===== src/rtl/resamp_regs_pkg.sv =====
// Shared constants, FSM state type and byte-lane merge helper for the resampler
// configuration register bank.
package resamp_regs_pkg;

   localparam logic [2:0] OFS_RATE     = 3'd0;
   localparam logic [2:0] OFS_AURATE   = 3'd1;
   localparam logic [2:0] OFS_AUDEC    = 3'd2;
   localparam logic [2:0] OFS_AUSHIFT  = 3'd3;
   localparam logic [2:0] OFS_CTRL     = 3'd4;
   localparam logic [2:0] OFS_STATUS   = 3'd5;

   localparam int unsigned CTRL_COMMIT = 0;
   localparam int unsigned CTRL_AUTO   = 1;
   localparam int unsigned STAT_PEND   = 0;
   localparam int unsigned STAT_OVR    = 1;

   typedef enum logic [0:0] {ST_IDLE, ST_ARMED} chanState_e;

   // Replace only the byte lanes selected by be.
   function automatic logic [31:0] beMerge(input logic [31:0] oldWord,
                                           input logic [31:0] newWord,
                                           input logic [3:0]  be);
      logic [31:0] res;
      res = oldWord;
      for (int n = 0; n < 4; n++) begin
         if (be[n]) res[8*n +: 8] = newWord[8*n +: 8];
      end
      return res;
   endfunction

endpackage


===== src/rtl/resamp_chan_regs.sv =====
// One channel of the resampler config bank: shadow/active registers, the
// IDLE/ARMED commit FSM and the sticky overrun flag.
module resamp_chan_regs
   import resamp_regs_pkg::*;
#(
   parameter int unsigned RATE_W  = 32,
   parameter int unsigned DEC_W   = 15,
   parameter int unsigned SHIFT_W = 6
) (
   input  logic               clk,
   input  logic               reset_n,
   input  logic               wrEn,
   input  logic [2:0]         ofs,
   input  logic [3:0]         be,
   input  logic [31:0]        dataIn,
   input  logic               chanSync,
   output logic [31:0]        rdData,
   output logic [RATE_W-1:0]  rate,
   output logic [RATE_W-1:0]  auRate,
   output logic [DEC_W-1:0]   auDec,
   output logic [SHIFT_W-1:0] auShift,
   output logic               pending
);

   logic [RATE_W-1:0]  rateSh_q, auRateSh_q;
   logic [DEC_W-1:0]   auDecSh_q;
   logic [SHIFT_W-1:0] auShiftSh_q;
   logic               autoCommit_q, overrun_q;
   chanState_e         state_q, state_d;

   logic [31:0] curWord, wrWord;
   logic        shadowWr, ctrlWr, statusWr, commit, copy, setOvr;

   always_comb begin
      curWord = '0;
      case (ofs)
         OFS_RATE:    curWord[RATE_W-1:0]  = rateSh_q;
         OFS_AURATE:  curWord[RATE_W-1:0]  = auRateSh_q;
         OFS_AUDEC:   curWord[DEC_W-1:0]   = auDecSh_q;
         OFS_AUSHIFT: curWord[SHIFT_W-1:0] = auShiftSh_q;
         OFS_CTRL:    curWord[CTRL_AUTO]   = autoCommit_q;
         OFS_STATUS: begin
            curWord[STAT_PEND] = (state_q == ST_ARMED);
            curWord[STAT_OVR]  = overrun_q;
         end
         default: curWord = '0;
      endcase
   end

   assign rdData   = curWord;
   assign wrWord   = beMerge(curWord, dataIn, be);
   assign shadowWr = wrEn && (ofs <= OFS_AUSHIFT) && (be != 4'b0000);
   assign ctrlWr   = wrEn && (ofs == OFS_CTRL) && be[0];
   assign statusWr = wrEn && (ofs == OFS_STATUS) && be[0];
   assign commit   = (ctrlWr && dataIn[CTRL_COMMIT]) || (autoCommit_q && shadowWr);
   assign pending  = (state_q == ST_ARMED);

   // A commit landing on the copy edge re-arms for the next sync.
   always_comb begin
      state_d = state_q;
      copy    = 1'b0;
      setOvr  = 1'b0;
      unique case (state_q)
         ST_IDLE: if (commit) state_d = ST_ARMED;
         ST_ARMED: begin
            if (commit) setOvr = 1'b1;
            if (chanSync) begin
               copy = 1'b1;
               if (!commit) state_d = ST_IDLE;
            end
         end
         default: state_d = ST_IDLE;
      endcase
   end

   always_ff @(posedge clk or negedge reset_n) begin
      if (!reset_n) begin
         state_q <= ST_IDLE;
      end else begin
         state_q <= state_d;
      end
   end

   always_ff @(posedge clk or negedge reset_n) begin
      if (!reset_n) begin
         rateSh_q     <= '0;
         auRateSh_q   <= '0;
         auDecSh_q    <= '0;
         auShiftSh_q  <= '0;
         autoCommit_q <= 1'b0;
         overrun_q    <= 1'b0;
      end else begin
         if (shadowWr && ofs == OFS_RATE)    rateSh_q    <= wrWord[RATE_W-1:0];
         if (shadowWr && ofs == OFS_AURATE)  auRateSh_q  <= wrWord[RATE_W-1:0];
         if (shadowWr && ofs == OFS_AUDEC)   auDecSh_q   <= wrWord[DEC_W-1:0];
         if (shadowWr && ofs == OFS_AUSHIFT) auShiftSh_q <= wrWord[SHIFT_W-1:0];
         if (ctrlWr) autoCommit_q <= dataIn[CTRL_AUTO];
         if (setOvr) begin
            overrun_q <= 1'b1;
         end else if (statusWr && dataIn[STAT_OVR]) begin
            overrun_q <= 1'b0;
         end
      end
   end

   // Copy uses pre-edge shadow, so a same-edge shadow write is not copied.
   always_ff @(posedge clk or negedge reset_n) begin
      if (!reset_n) begin
         rate    <= '0;
         auRate  <= '0;
         auDec   <= '0;
         auShift <= '0;
      end else if (copy) begin
         rate    <= rateSh_q;
         auRate  <= auRateSh_q;
         auDec   <= auDecSh_q;
         auShift <= auShiftSh_q;
      end
   end

endmodule


===== src/rtl/resamp_cfg_regs.sv =====
// Multi-channel resampler configuration bank: CPU address decode, registered
// read mux and one resamp_chan_regs instance per channel.
module resamp_cfg_regs
   import resamp_regs_pkg::*;
#(
   parameter int unsigned NUM_CH    = 2,
   parameter logic [11:0] BASE_ADDR = 12'h000,
   parameter int unsigned RATE_W    = 32,
   parameter int unsigned DEC_W     = 15,
   parameter int unsigned SHIFT_W   = 6
) (
   input  logic                        clk,
   input  logic                        reset_n,
   input  logic [11:0]                 addr,
   input  logic [31:0]                 dataIn,
   input  logic                        cs,
   input  logic                        wr_en,
   input  logic [3:0]                  be,
   input  logic                        rd_en,
   output logic [31:0]                 dataOut,
   output logic                        rd_valid,
   input  logic [NUM_CH-1:0]           chan_sync,
   output logic [NUM_CH*RATE_W-1:0]    resampleRate,
   output logic [NUM_CH*RATE_W-1:0]    auResampleRate,
   output logic [NUM_CH*DEC_W-1:0]     auDecimation,
   output logic [NUM_CH*SHIFT_W-1:0]   auShift,
   output logic [NUM_CH-1:0]           update_pending
);

   logic        hit;
   logic [2:0]  chSel, ofs;
   logic [1:0]  unusedAddr;
   logic [31:0] chRdData [NUM_CH];
   logic [31:0] rdMux;

   assign hit        = cs && (addr[11:8] == BASE_ADDR[11:8]);
   assign chSel      = addr[7:5];
   assign ofs        = addr[4:2];
   assign unusedAddr = addr[1:0];

   for (genvar i = 0; i < NUM_CH; i++) begin : gChan
      logic chWr;
      assign chWr = hit && wr_en && (chSel == 3'(i));

      resamp_chan_regs #(
         .RATE_W  (RATE_W),
         .DEC_W   (DEC_W),
         .SHIFT_W (SHIFT_W)
      ) uChan (
         .clk      (clk),
         .reset_n  (reset_n),
         .wrEn     (chWr),
         .ofs      (ofs),
         .be       (be),
         .dataIn   (dataIn),
         .chanSync (chan_sync[i]),
         .rdData   (chRdData[i]),
         .rate     (resampleRate[i*RATE_W +: RATE_W]),
         .auRate   (auResampleRate[i*RATE_W +: RATE_W]),
         .auDec    (auDecimation[i*DEC_W +: DEC_W]),
         .auShift  (auShift[i*SHIFT_W +: SHIFT_W]),
         .pending  (update_pending[i])
      );
   end

   // Channel indices at or above NUM_CH never match and read as zero.
   always_comb begin
      rdMux = '0;
      for (int i = 0; i < NUM_CH; i++) begin
         if (hit && chSel == 3'(i)) rdMux = chRdData[i];
      end
   end

   always_ff @(posedge clk or negedge reset_n) begin
      if (!reset_n) begin
         dataOut  <= '0;
         rd_valid <= 1'b0;
      end else begin
         rd_valid <= cs && rd_en;
         if (cs && rd_en) dataOut <= rdMux;
      end
   end

endmodule


===== config.mk =====
export PLATFORM = sky130hd
export DESIGN_NAME = resamp_cfg_regs
export DESIGN_NICKNAME = d
export VERILOG_FILES = /design/src/rtl/resamp_regs_pkg.sv /design/src/rtl/resamp_chan_regs.sv /design/src/rtl/resamp_cfg_regs.sv
export SDC_FILE = /design/constraint.sdc
export NUM_CORES = 1
export LEC_CHECK = 0
export ABC_AREA = 1
export CORE_MARGIN = 2
export CORE_UTILIZATION = 35
export CTS_CLUSTER_DIAMETER = 80
export DETAILED_ROUTE_END_ITERATION = 12
export GPL_TIMING_DRIVEN = 0
export PLACE_DENSITY = 0.54
export SYNTH_ARGS = -nofsm -noshare
export SYNTH_HDL_FRONTEND = slang
export SYNTH_SLANG_ARGS = --single-unit

===== constraint.sdc =====
create_clock -name clk -period 1.5 [get_ports clk]
set_input_delay 0.15 -clock clk [delete_from_list [all_inputs] [get_ports clk]]
set_output_delay 0.15 -clock clk [all_outputs]
set_load 0.02 [all_outputs]

==> results of run 1 <==
[power by group]
group,internal [mW],total [mW],switching (mW),leakage (nW)
clock network,6.10,10.3,4.20,0.662
registers,10.5,10.7,0.199,4.80
logic,0.660,2.00,1.34,6.19
total,17.3,23.0,5.74,11.6
[kinds of logic (layout without fill, tap and decap cells)]
group / after synthesis / in the layout / share of synthesized area, %
AO/OA/AOI/OAI: 252 / 252 / 7.740
buffers and inverters: 223 / 569 / 5.913
AND/OR/NAND/NOR: 941 / 942 / 22.81
multiplexers: 89 / 89 / 6.072
flip-flops: 379 / 379 / 57.46
other: 0 / 4 / 0
[registers in the layout, indices dropped and copies added (netlist names)]
| name | flops |
|---|---|
| dataOut | 32 |
| gChan.uChan.auDec | 30 |
| gChan.uChan.auDecSh_q | 30 |
| gChan.uChan.auRate | 64 |
| gChan.uChan.auRateSh_q | 64 |
| gChan.uChan.auShift | 12 |
| gChan.uChan.auShiftSh_q | 12 |
| gChan.uChan.autoCommit_q | 2 |
| gChan.uChan.overrun_q | 2 |
| gChan.uChan.pending | 2 |
| gChan.uChan.rate | 64 |
| gChan.uChan.rateSh_q | 64 |
| rd_valid | 1 |
[final cells by class]
| class | count | share of cell area [%] |
|---|---|---|
| antenna | 4 | 0.04649 |
| timing repair buffer | 278 | 12.27 |
| tap | 607 | 3.528 |
| clock inverter | 7 | 0.3952 |
| buffer | 95 | 2.981 |
| inverter | 124 | 2.243 |
| sequential | 379 | 44.06 |
| multi-input combinational | 1283 | 28.62 |
| clock buffer | 65 | 5.858 |
[stage by stage]
stage | hold WS (ps) | setup slack (ps)
floorplan | -145.6 | 91.24
global placement | 461.6 | -16820
detailed placement | 140.6 | -947.0
CTS | -464.4 | 0.6184
global route | -446.2 | 0.03264
finish | -477.7 | 23.58
[placed cells by master, fill, tap and decap left out, drive strengths merged]
cell type      instances
clkinv                 5
a21oi                 43
inv                  124
bufinv                 2
nor2                  49
o21ai                207
clkbuf               115
o211ai                 2
nor3                   2
clkdlybuf4s15         24
nand2                844
diode                  4
dlygate4sd2          174
dlymetal6s2s           8
mux2                  89
buf                   80
nand3                 33
nand4                 14
dfrtp                379
clkdlybuf4s50         37
[worst max path at each step]
| stage | from | depth (start not counted) | slack, ps | to |
|---|---|---|---|---|
| detailed placement | chan_sync[1] | 6 | -950 | gChan[1].uChan.auRate[26]$_DFFE_PN0P_ |
| finish | dataOut[29]$_DFFE_PN0P_ | 1 | 20 | dataOut[29] |
| global placement | reset_n | 1 | -16820 | gChan[0].uChan.rate[9]$_DFFE_PN0P_ |
| floorplan | gChan[1].uChan.pending$_DFF_PN0_ | 3 | 90 | gChan[1].uChan.auDec[10]$_DFFE_PN0P_ |
| CTS | addr[2] | 11 | 0.6 | gChan[0].uChan.rateSh_q[28]$_DFFE_PN0P_ |
| global route | gChan[0].uChan.pending$_DFF_PN0_ | 2 | 0.03 | update_pending[0] |
[metal layers]
metal	vias to the layer above	GRT usage [%]	share of wire (%)
met1	6862	29.02	42
met5	-	0	0.014
met3	82	5.046	6.5
li1	6598	-	-
met2	413	38.04	49
met4	2	5.759	2.4
[what timing repair did]
item / 4_1_cts / 5_1_grt
hold endpoints to repair: 64 / 64
setup endpoints to repair: 552 / 264
gates resized for setup: 297 / 90
buffers inserted: 11 / 8
pin swaps: 6 / 13
cloned: 0 / 5
==> flow_metrics.env, run 1 <==
export IMPL_htreeDepth=2
export IMPL_status="finished, violations left"
export IMPL_totalPowerFinal_mw=23.02
export IMPL_max_cap_violations=0
export IMPL_setup_viol=0
export IMPL_synth_cell_types=27
export IMPL_clock_skew_ps=9.552
export IMPL_path_cells="clkdlybuf4s15_1"
export IMPL_power_per_cell_area_nw_per_um2=1069
export IMPL_gp_congestion=0.9012
export IMPL_ff_latch_area_sq_um=9487
export IMPL_reg2reg_to="gChan[0].uChan.auDec[7]$_DFFE_PN0P_"
export IMPL_grt_max_degree=121
export IMPL_routed_wl_mm=55.30
export IMPL_routed_via_count=13960
export IMPL_drv_slew=0
export IMPL_tns_ps=0
export IMPL_slowest_delay_ps=420
export IMPL_ir_drop_mv=0.9032
export IMPL_clk_latency_ps=570
export IMPL_clkTransAtPathRegs_ps=60
export IMPL_syn_instance_count=1884
export IMPL_detail_route_first_pass_iterations=5
export IMPL_routedWlPerCell_microns=19.46
export IMPL_synth_top_flop_cell="dfrtp_1"
export IMPL_clkSinkCount=379
export IMPL_instances_no_fill=2842
export IMPL_core_area_sq_um=46560
export IMPL_numPortBuffers=252
export IMPL_ys_seq_area_share_pct=57.46
export IMPL_antenna_left=0
export IMPL_whs_ps=-477.7
export IMPL_viasPerCell=4.911
export IMPL_finalInstanceArea_sq_um=21530
export IMPL_rsz0062_at_grt="no"
export IMPL_max_slew_margin_pct=54.76
export IMPL_multi_input_area_sq_um=6161
export IMPL_synth_seq_cells=379
export IMPL_arrival_ps=1330
export IMPL_required_ps=1350
export IMPL_grt_remaining_overflow=0
export IMPL_grt_pass1_vias=13990
export IMPL_synth_async_reset_ratio_pct=100.0
export IMPL_io_pins=260
export IMPL_drt_iter0_drc=1008
export IMPL_min_period_ps=1476
export IMPL_fillers=4632
export IMPL_p_leak_nw=11.65
export IMPL_netlist_top_cells_area="dfrtp_1 (57%), nand2_1 (19%), mux2_2 (6.1%)"
export IMPL_min_path_type="in -> async"
export IMPL_crit_fanout=2
export IMPL_post_dp_cell_area_sq_um=19870
export IMPL_worst_path_buf_inv=1
export IMPL_yosys_top_cells_count="nand2_1 (843), dfrtp_1 (379), o21ai_0 (166)"
export IMPL_fin_crit_sh_pct=98.43
export IMPL_worst_path_dominant_cell_family="flip-flops"
export IMPL_grtUsageTotal_pct=22.44
export IMPL_yosysWarnings=0
export IMPL_crit_type="reg -> out"
export IMPL_r2r_cells=3
export IMPL_dieArea_sq_um=48910
export IMPL_synth_edf_count=0
export IMPL_layout_drive_gt1_share_pct=13.98
export IMPL_start_kind="flip-flop"
export IMPL_synth_top_area_share_pct=57.46
export IMPL_fin_util_pct=46.24
export IMPL_max_freq_mhz=677.3
export IMPL_grt_antenna_before_repair=5
export IMPL_slowest_stage="dfrtp_1"
export IMPL_hpwlAfterDp_mm=41.30
export IMPL_syn_nets=1939
export IMPL_endpoint_kind="output pin"
export IMPL_rows=79
export IMPL_route_detailed_drc=0
export IMPL_syn2layout_area_growth_pct=30.45
export IMPL_r2r_start="gChan[0].uChan.pending$_DFF_PN0_"
export IMPL_worst_slew_pin_transition_ps=678.6
export IMPL_reg2reg_slack_ps=80
export IMPL_ctsLongestPathBuffers=3
export IMPL_syn_cell_area_sq_um=16500
export IMPL_root_buffer="clkbuf_16"
export IMPL_synth_most_common_cell="nand2_1"
export IMPL_yosys_area_top_type="dfrtp_1"
export IMPL_violations="negative hold slack"
export IMPL_nets=2259
export IMPL_start_util_pct=35.45
export IMPL_die_h_microns=221.2
export IMPL_cts_tree="built"
export IMPL_hold_viol=90
export IMPL_die_w_microns=221.2
export IMPL_syn_mean_instance_area_sq_um=8.760
export IMPL_grt_pass1_wl_mm=84.56
export IMPL_numCtsBuffers=43
export IMPL_place_inst=2746
No activity file was read; power rests on OpenSTA's default activity.
==> run 2: changes to the inputs <==
--- a/config.mk
+++ b/config.mk
@@ -7,11 +7,11 @@
 export LEC_CHECK = 0
 export ABC_AREA = 1
 export CORE_MARGIN = 2
-export CORE_UTILIZATION = 35
+export CORE_UTILIZATION = 54
 export CTS_CLUSTER_DIAMETER = 80
 export DETAILED_ROUTE_END_ITERATION = 12
 export GPL_TIMING_DRIVEN = 0
-export PLACE_DENSITY = 0.54
+export PLACE_DENSITY = 0.78
 export SYNTH_ARGS = -nofsm -noshare
 export SYNTH_HDL_FRONTEND = slang
 export SYNTH_SLANG_ARGS = --single-unit
==> run 2 against run 1 <==
  * The flow still finishes with violations (negative hold slack)
  * Global-route usage increased by 9.7 points
  * Register-to-register slack got worse by 40 ps
  * First-iteration DRC count rose by 28%
  * Sequential share of layout area up 0.87 points
  * Final area fell by 1.9%
  * Critical path type is now in -> reg
==> flow_metrics.env, run 2 (synthesized netlist as in run 1, its figures left out) <==
export IMPL_slowest_stage="dlygate4sd2_1"
export IMPL_ctsLongestPathBuffers=3
export IMPL_post_dp_cell_area_sq_um=19610
export IMPL_root_buffer="clkbuf_16"
export IMPL_instances_no_fill=2621
export IMPL_detail_route_first_pass_iterations=6
export IMPL_grt_antenna_before_repair=6
export IMPL_numPortBuffers=252
export IMPL_rows=64
export IMPL_ir_drop_mv=0.8386
export IMPL_antenna_left=0
export IMPL_setup_viol=0
export IMPL_whs_ps=-444.0
export IMPL_endpoint_kind="flip-flop"
export IMPL_rsz0062_at_grt="yes"
export IMPL_place_ws_ps=-934.4
export IMPL_hold_viol=65
export IMPL_slowest_delay_ps=290
export IMPL_max_slew_margin_pct=60.78
export IMPL_drv_slew=0
export IMPL_die_h_microns=178.8
export IMPL_core_area_sq_um=30350
export IMPL_path_common_cell="nand2_1"
export IMPL_routed_wl_mm=51.03
export IMPL_hpwlAfterDp_mm=36.96
export IMPL_routed_via_count=14360
export IMPL_worst_slew_pin_transition_ps=588.4
export IMPL_grt_remaining_overflow=0
export IMPL_numCtsBuffers=40
export IMPL_max_cap_violations=0
export IMPL_max_freq_mhz=683.8
export IMPL_p_switching_mw=5.497
export IMPL_start_util_pct=54.38
export IMPL_crit_fanout=10
export IMPL_violations="negative hold slack"
export IMPL_grt_pass1_vias=14250
export IMPL_nets=2250
export IMPL_required_ps=1960
export IMPL_grtUsageTotal_pct=32.12
export IMPL_fin_crit_sh_pct=97.49
export IMPL_fin_util_pct=69.57
export IMPL_final_cell_mix="nand2_1 (838), dfrtp_1 (377), dlygate4sd2_1 (205)"
export IMPL_grt_pass1_wl_mm=77.84
export IMPL_p_comb_share_pct=8.8
export IMPL_clkSinkCount=379
export IMPL_switching_share_pct=24.42
export IMPL_crit_type="in -> reg"
export IMPL_final_common_cell="nand2_1"
export IMPL_layout_drive_gt1_share_pct=13.55
export IMPL_place_inst=2535
export IMPL_start_kind="primary input"
export IMPL_finalInstanceArea_sq_um=21110
export IMPL_dieArea_sq_um=31980
export IMPL_tns_ps=0
export IMPL_htreeDepth=2
export IMPL_grt_max_degree=111
export IMPL_arrival_ps=1920
export IMPL_viasPerCell=5.480
export IMPL_p_leak_nw=11.66
export IMPL_power_per_cell_area_nw_per_um2=1066
export IMPL_status="finished, violations left"
export IMPL_gp_congestion=0.9440
export IMPL_finalWorstSetupSlack_ps=37.66
export IMPL_drt_iter0_drc=1290
export IMPL_cts_tree="built"
export IMPL_clockPowerShare_pct=43.6
export IMPL_syn2layout_area_growth_pct=27.92
export IMPL_routedWlPerCell_microns=19.47
export IMPL_min_path_type="in -> async"
export IMPL_io_pins=260
export IMPL_clk_latency_ps=530
export IMPL_power_frac_seq_pct=47.6
export IMPL_min_period_ps=1462
export IMPL_route_detailed_drc=0
export IMPL_path_cells="dlygate4sd2_1 -> inv_2 -> nand2_4 -> nor2_8 -> buf_4 -> nand2_1 -> nand3_1 -> nand2_1 -> o21ai_0 -> nand2_1 -> nand2_1"
export IMPL_p_int_mw=17.01
export IMPL_clock_skew_ps=16.41
export IMPL_clkTransAtPathRegs_ps=60
export IMPL_die_w_microns=178.8
-- run 2: timing repair --
action | in CTS | in global routing
buffers inserted | 15 | 4
resized for setup | 271 | 66
endpoints found under the hold margin | 55 | 55
pin swaps | 8 | 14
gates cloned | 0 | 2
endpoints found under the setup margin | 576 | 252
-- run 2: stage by stage --
stage	power, mW	hold slack (ps)
finish	22.51	-444.0
global route	23.25	-403.6
CTS	22.61	-439.2
detailed placement	13.03	111.6
global placement	12.98	461.1
floorplan	11.77	-145.6
-- run 2: path summary, 6_finish.rpt --
| kind | from | to | slack, ps | cells after the start |
|---|---|---|---|---|
| worst min-delay path | reset_n | gChan[1].uChan.auRateSh_q[22]$_DFFE_PN0P_ | -440 | 1 |
| max in group asynchronous | reset_n | gChan[0].uChan.rate[4]$_DFFE_PN0P_ | 520 | 3 |
| worst max-delay path | addr[2] | gChan[0].uChan.rateSh_q[11]$_DFFE_PN0P_ | 40 | 11 |
| worst max register to register | gChan[1].uChan.pending$_DFF_PN0_ | gChan[1].uChan.auShift[3]$_DFFE_PN0P_ | 40 | 5 |
| min in group clk | be[0] | gChan[1].uChan.overrun_q$_DFFE_PN0P_ | 90 | 4 |
| worst min register to register | gChan[0].uChan.auRate[22]$_DFFE_PN0P_ | gChan[0].uChan.auRate[22]$_DFFE_PN0P_ | 480 | 2 |
-- run 2: layer usage --
metal	vias to the layer above	global-route usage, %	part of all wire, %
li1	6569	-	-
met3	151	6.064	8.2
met5	-	0	0.024
met1	6953	40.59	39
met4	2	15.48	4.6
met2	689	53.40	48
-- run 2: final cells by class --
type                            count  area [sq um]
Sequential cell                   379          9487
Fill cell                        2487          9236
Multi-Input combinational cell   1282          6135
Timing Repair Buffer              276          2604
Clock buffer                       59          1194
Buffer                             92         604.3
Tap cell                          396         495.5
Inverter                          124         475.5
Clock inverter                      9         108.9
Antenna cell                        4         10.01
-- run 2: worst max-delay path: cells and delay by family --
family / cells / cell delay [ps]
and+or+nand+nor: 7 / 840
AOI/OAI and AO/OA: 1 / 220
buffers and inverters: 3 / 700
-- run 2: power groups by stage --
stage	registers [mW]	logic [mW]	clock network, mW
floorplan	11.2	0.578	0
global placement	10.9	2.05	0
finish	10.7	1.97	9.81
CTS	10.7	1.96	9.93
global route	10.7	2.14	10.4
detailed placement	10.9	2.12	0
==> run 3: changes to the inputs <==
--- a/config.mk
+++ b/config.mk
@@ -6,7 +6,7 @@
 export NUM_CORES = 1
 export LEC_CHECK = 0
 export ABC_AREA = 1
-export CORE_MARGIN = 2
+export CORE_MARGIN = 4
 export CORE_UTILIZATION = 54
 export CTS_CLUSTER_DIAMETER = 80
 export DETAILED_ROUTE_END_ITERATION = 12
==> run 3 against run 2 <==
  * The flow still finishes with violations (negative hold slack)
  * Die area up 4.5%
  * Via count up 1.7%
  * Highest routed layer unchanged
  * Critical path depth down 10
  * Power up 2.0%
  * Critical endpoint is now dataOut[15]
  * Register-to-register slack better by 20 ps
  * Clock-buffer cell count up 4
  * Clock power up 5%
==> flow_metrics.env, run 3 (synthesized netlist as in run 1, its figures left out) <==
export IMPL_status="finished, violations left"
export IMPL_violations="negative hold slack"
export IMPL_required_ps=1350
export IMPL_htreeDepth=2
export IMPL_power_per_cell_area_nw_per_um2=1085
export IMPL_place_inst=2529
export IMPL_reg2reg_slack_ps=60
export IMPL_max_slew_margin_pct=58.20
export IMPL_start_kind="flip-flop"
export IMPL_min_path_type="in -> async"
export IMPL_cts_tree="built"
export IMPL_switching_share_pct=24.49
export IMPL_rsz0062_at_grt="yes"
export IMPL_p_switching_mw=5.622
export IMPL_top_layer_used="met5"
export IMPL_totalPowerFinal_mw=22.96
export IMPL_clkSinkCount=379
export IMPL_ff_latch_area_sq_um=9487
export IMPL_slowest_stage="dfrtp_1"
export IMPL_ir_drop_mv=0.8612
export IMPL_max_cap_violations=0
export IMPL_endpoint_kind="output pin"
export IMPL_die_w_microns=182.8
export IMPL_route_detailed_drc=0
export IMPL_crit_start="dataOut[15]$_DFFE_PN0P_"
export IMPL_routed_via_count=14610
export IMPL_clock_skew_ps=16.95
export IMPL_viasPerCell=5.564
export IMPL_met1_length_mm=19.71
export IMPL_max_freq_mhz=672.6
export IMPL_numPortBuffers=252
export IMPL_whs_ps=-474.5
export IMPL_die_h_microns=182.8
export IMPL_core_area_sq_um=29870
export IMPL_antenna_left=0
export IMPL_wl_met2_mm=24.68
export IMPL_grt_pass1_vias=14990
export IMPL_finalInstanceArea_sq_um=21170
export IMPL_met3WireLength_mm=4.467
export IMPL_clkTransAtPathRegs_ps=60
export IMPL_r2r_start="gChan[0].uChan.pending$_DFF_PN0_"
export IMPL_routed_wl_mm=51.35
export IMPL_multi_input_area_sq_um=6126
export IMPL_start_util_pct=55.25
export IMPL_fillers=2360
export IMPL_post_dp_cell_area_sq_um=19600
export IMPL_crit_type="reg -> out"
export IMPL_clockPowerShare_pct=44.7
export IMPL_grt_max_degree=127
export IMPL_fin_crit_sh_pct=99.11
export IMPL_p_int_mw=17.33
export IMPL_grt_antenna_before_repair=6
export IMPL_rows=63
export IMPL_setup_viol=0
export IMPL_grt_pass1_wl_mm=80.92
export IMPL_final_cell_mix="nand2_1 (838), dfrtp_1 (377), dlygate4sd2_1 (202)"
export IMPL_grt_remaining_overflow=0
export IMPL_min_period_ps=1487
export IMPL_p_leak_nw=11.65
export IMPL_io_pins=260
export IMPL_routedWlPerCell_microns=19.55
export IMPL_p_comb_share_pct=8.7
export IMPL_path_cells="clkdlybuf4s15_1"
export IMPL_instances_no_fill=2626
export IMPL_nets=2254
export IMPL_drt_iter0_drc=1513
export IMPL_worst_path_buf_inv=1
export IMPL_drv_slew=0
export IMPL_root_buffer="clkbuf_16"
export IMPL_tns_ps=0
export IMPL_slowest_delay_ps=460
export IMPL_numCtsBuffers=40
export IMPL_syn2layout_area_growth_pct=28.24
export IMPL_layout_drive_gt1_share_pct=14.03
export IMPL_final_common_cell="nand2_1"
export IMPL_dieArea_sq_um=33430
export IMPL_clk_latency_ps=540
export IMPL_gp_congestion=0.9361
export IMPL_grtUsageTotal_pct=30.55
export IMPL_hold_viol=91
export IMPL_arrival_ps=1340
export IMPL_detail_route_first_pass_iterations=6
export IMPL_worst_path_dominant_cell_family="flip-flops"
export IMPL_crit_fanout=2
export IMPL_power_frac_seq_pct=46.6
export IMPL_hpwlAfterDp_mm=36.94
export IMPL_ctsLongestPathBuffers=3
export IMPL_worst_slew_pin_transition_ps=627.0
run 3: cell count changes in the layout (fill, tap and decap cells not counted), sizes merged:
cell / before / now
diode: 4 / 5
clkdlybuf4s15: 0 / 3
dlygate4sd2: 205 / 202
clkbuf: 101 / 109
clkinv: 6 / 5
bufinv: 2 / 3
inv: 124 / 127
clkinvlp: 1 / 0
dlymetal6s2s: 7 / 0
clkdlybuf4s50: 37 / 44
run 3: area by class of cell:
type | count | area share (%)
diodes | 5 | 0.05912
plain buffers | 91 | 2.861
clock buffers | 63 | 5.805
clock inverters | 11 | 0.6680
inverters | 124 | 2.258
multi-input cells | 1282 | 28.94
flip-flops and latches | 379 | 44.82
well taps | 390 | 2.306
repair buffers | 281 | 12.28
run 3: power groups by stage:
stage,Sequential [mW],Combinational (mW),Clock [mW]
floorplan,11.2,0.578,0
global placement,10.9,2.06,0
detailed placement,10.9,2.12,0
CTS,10.7,1.98,10.3
global route,10.7,2.15,10.8
finish,10.7,1.99,10.3
run 3: metrics by stage:
step | setup slack [ps] | utilization, %
final | 13.33 | 70.85
after CTS | 3.839 | 70.41
after floorplan | 91.24 | -
after global placement | -15890 | 65.32
after global routing | -28.18 | 70.84
after detailed placement | -873.4 | 65.62
run 3: path summary, 6_finish.rpt:
path | end | cells past startpoint
max | dataOut[15] | 1
min | gChan[1].uChan.auRate[18]$_DFFE_PN0P_ | 1
max reg2reg | gChan[0].uChan.auDec[8]$_DFFE_PN0P_ | 3
min reg2reg | gChan[1].uChan.rate[22]$_DFFE_PN0P_ | 2
max in group asynchronous | gChan[0].uChan.rate[12]$_DFFE_PN0P_ | 3
min in group clk | gChan[0].uChan.overrun_q$_DFFE_PN0P_ | 4
run 3: per-layer routing:
layer	track usage, %	vias up
met4	13.32	4
met5	0	-
met1	38.63	7095
li1	-	6593
met2	51.13	754
met3	6.704	166
run 3: timing repair:
action / CTS / global route
pin swaps: 6 / 12
resized for setup: 294 / 38
hold endpoints to repair: 52 / 52
cloned: 0 / 0
endpoints found under the setup margin: 573 / 229
buffers inserted: 17 / 9
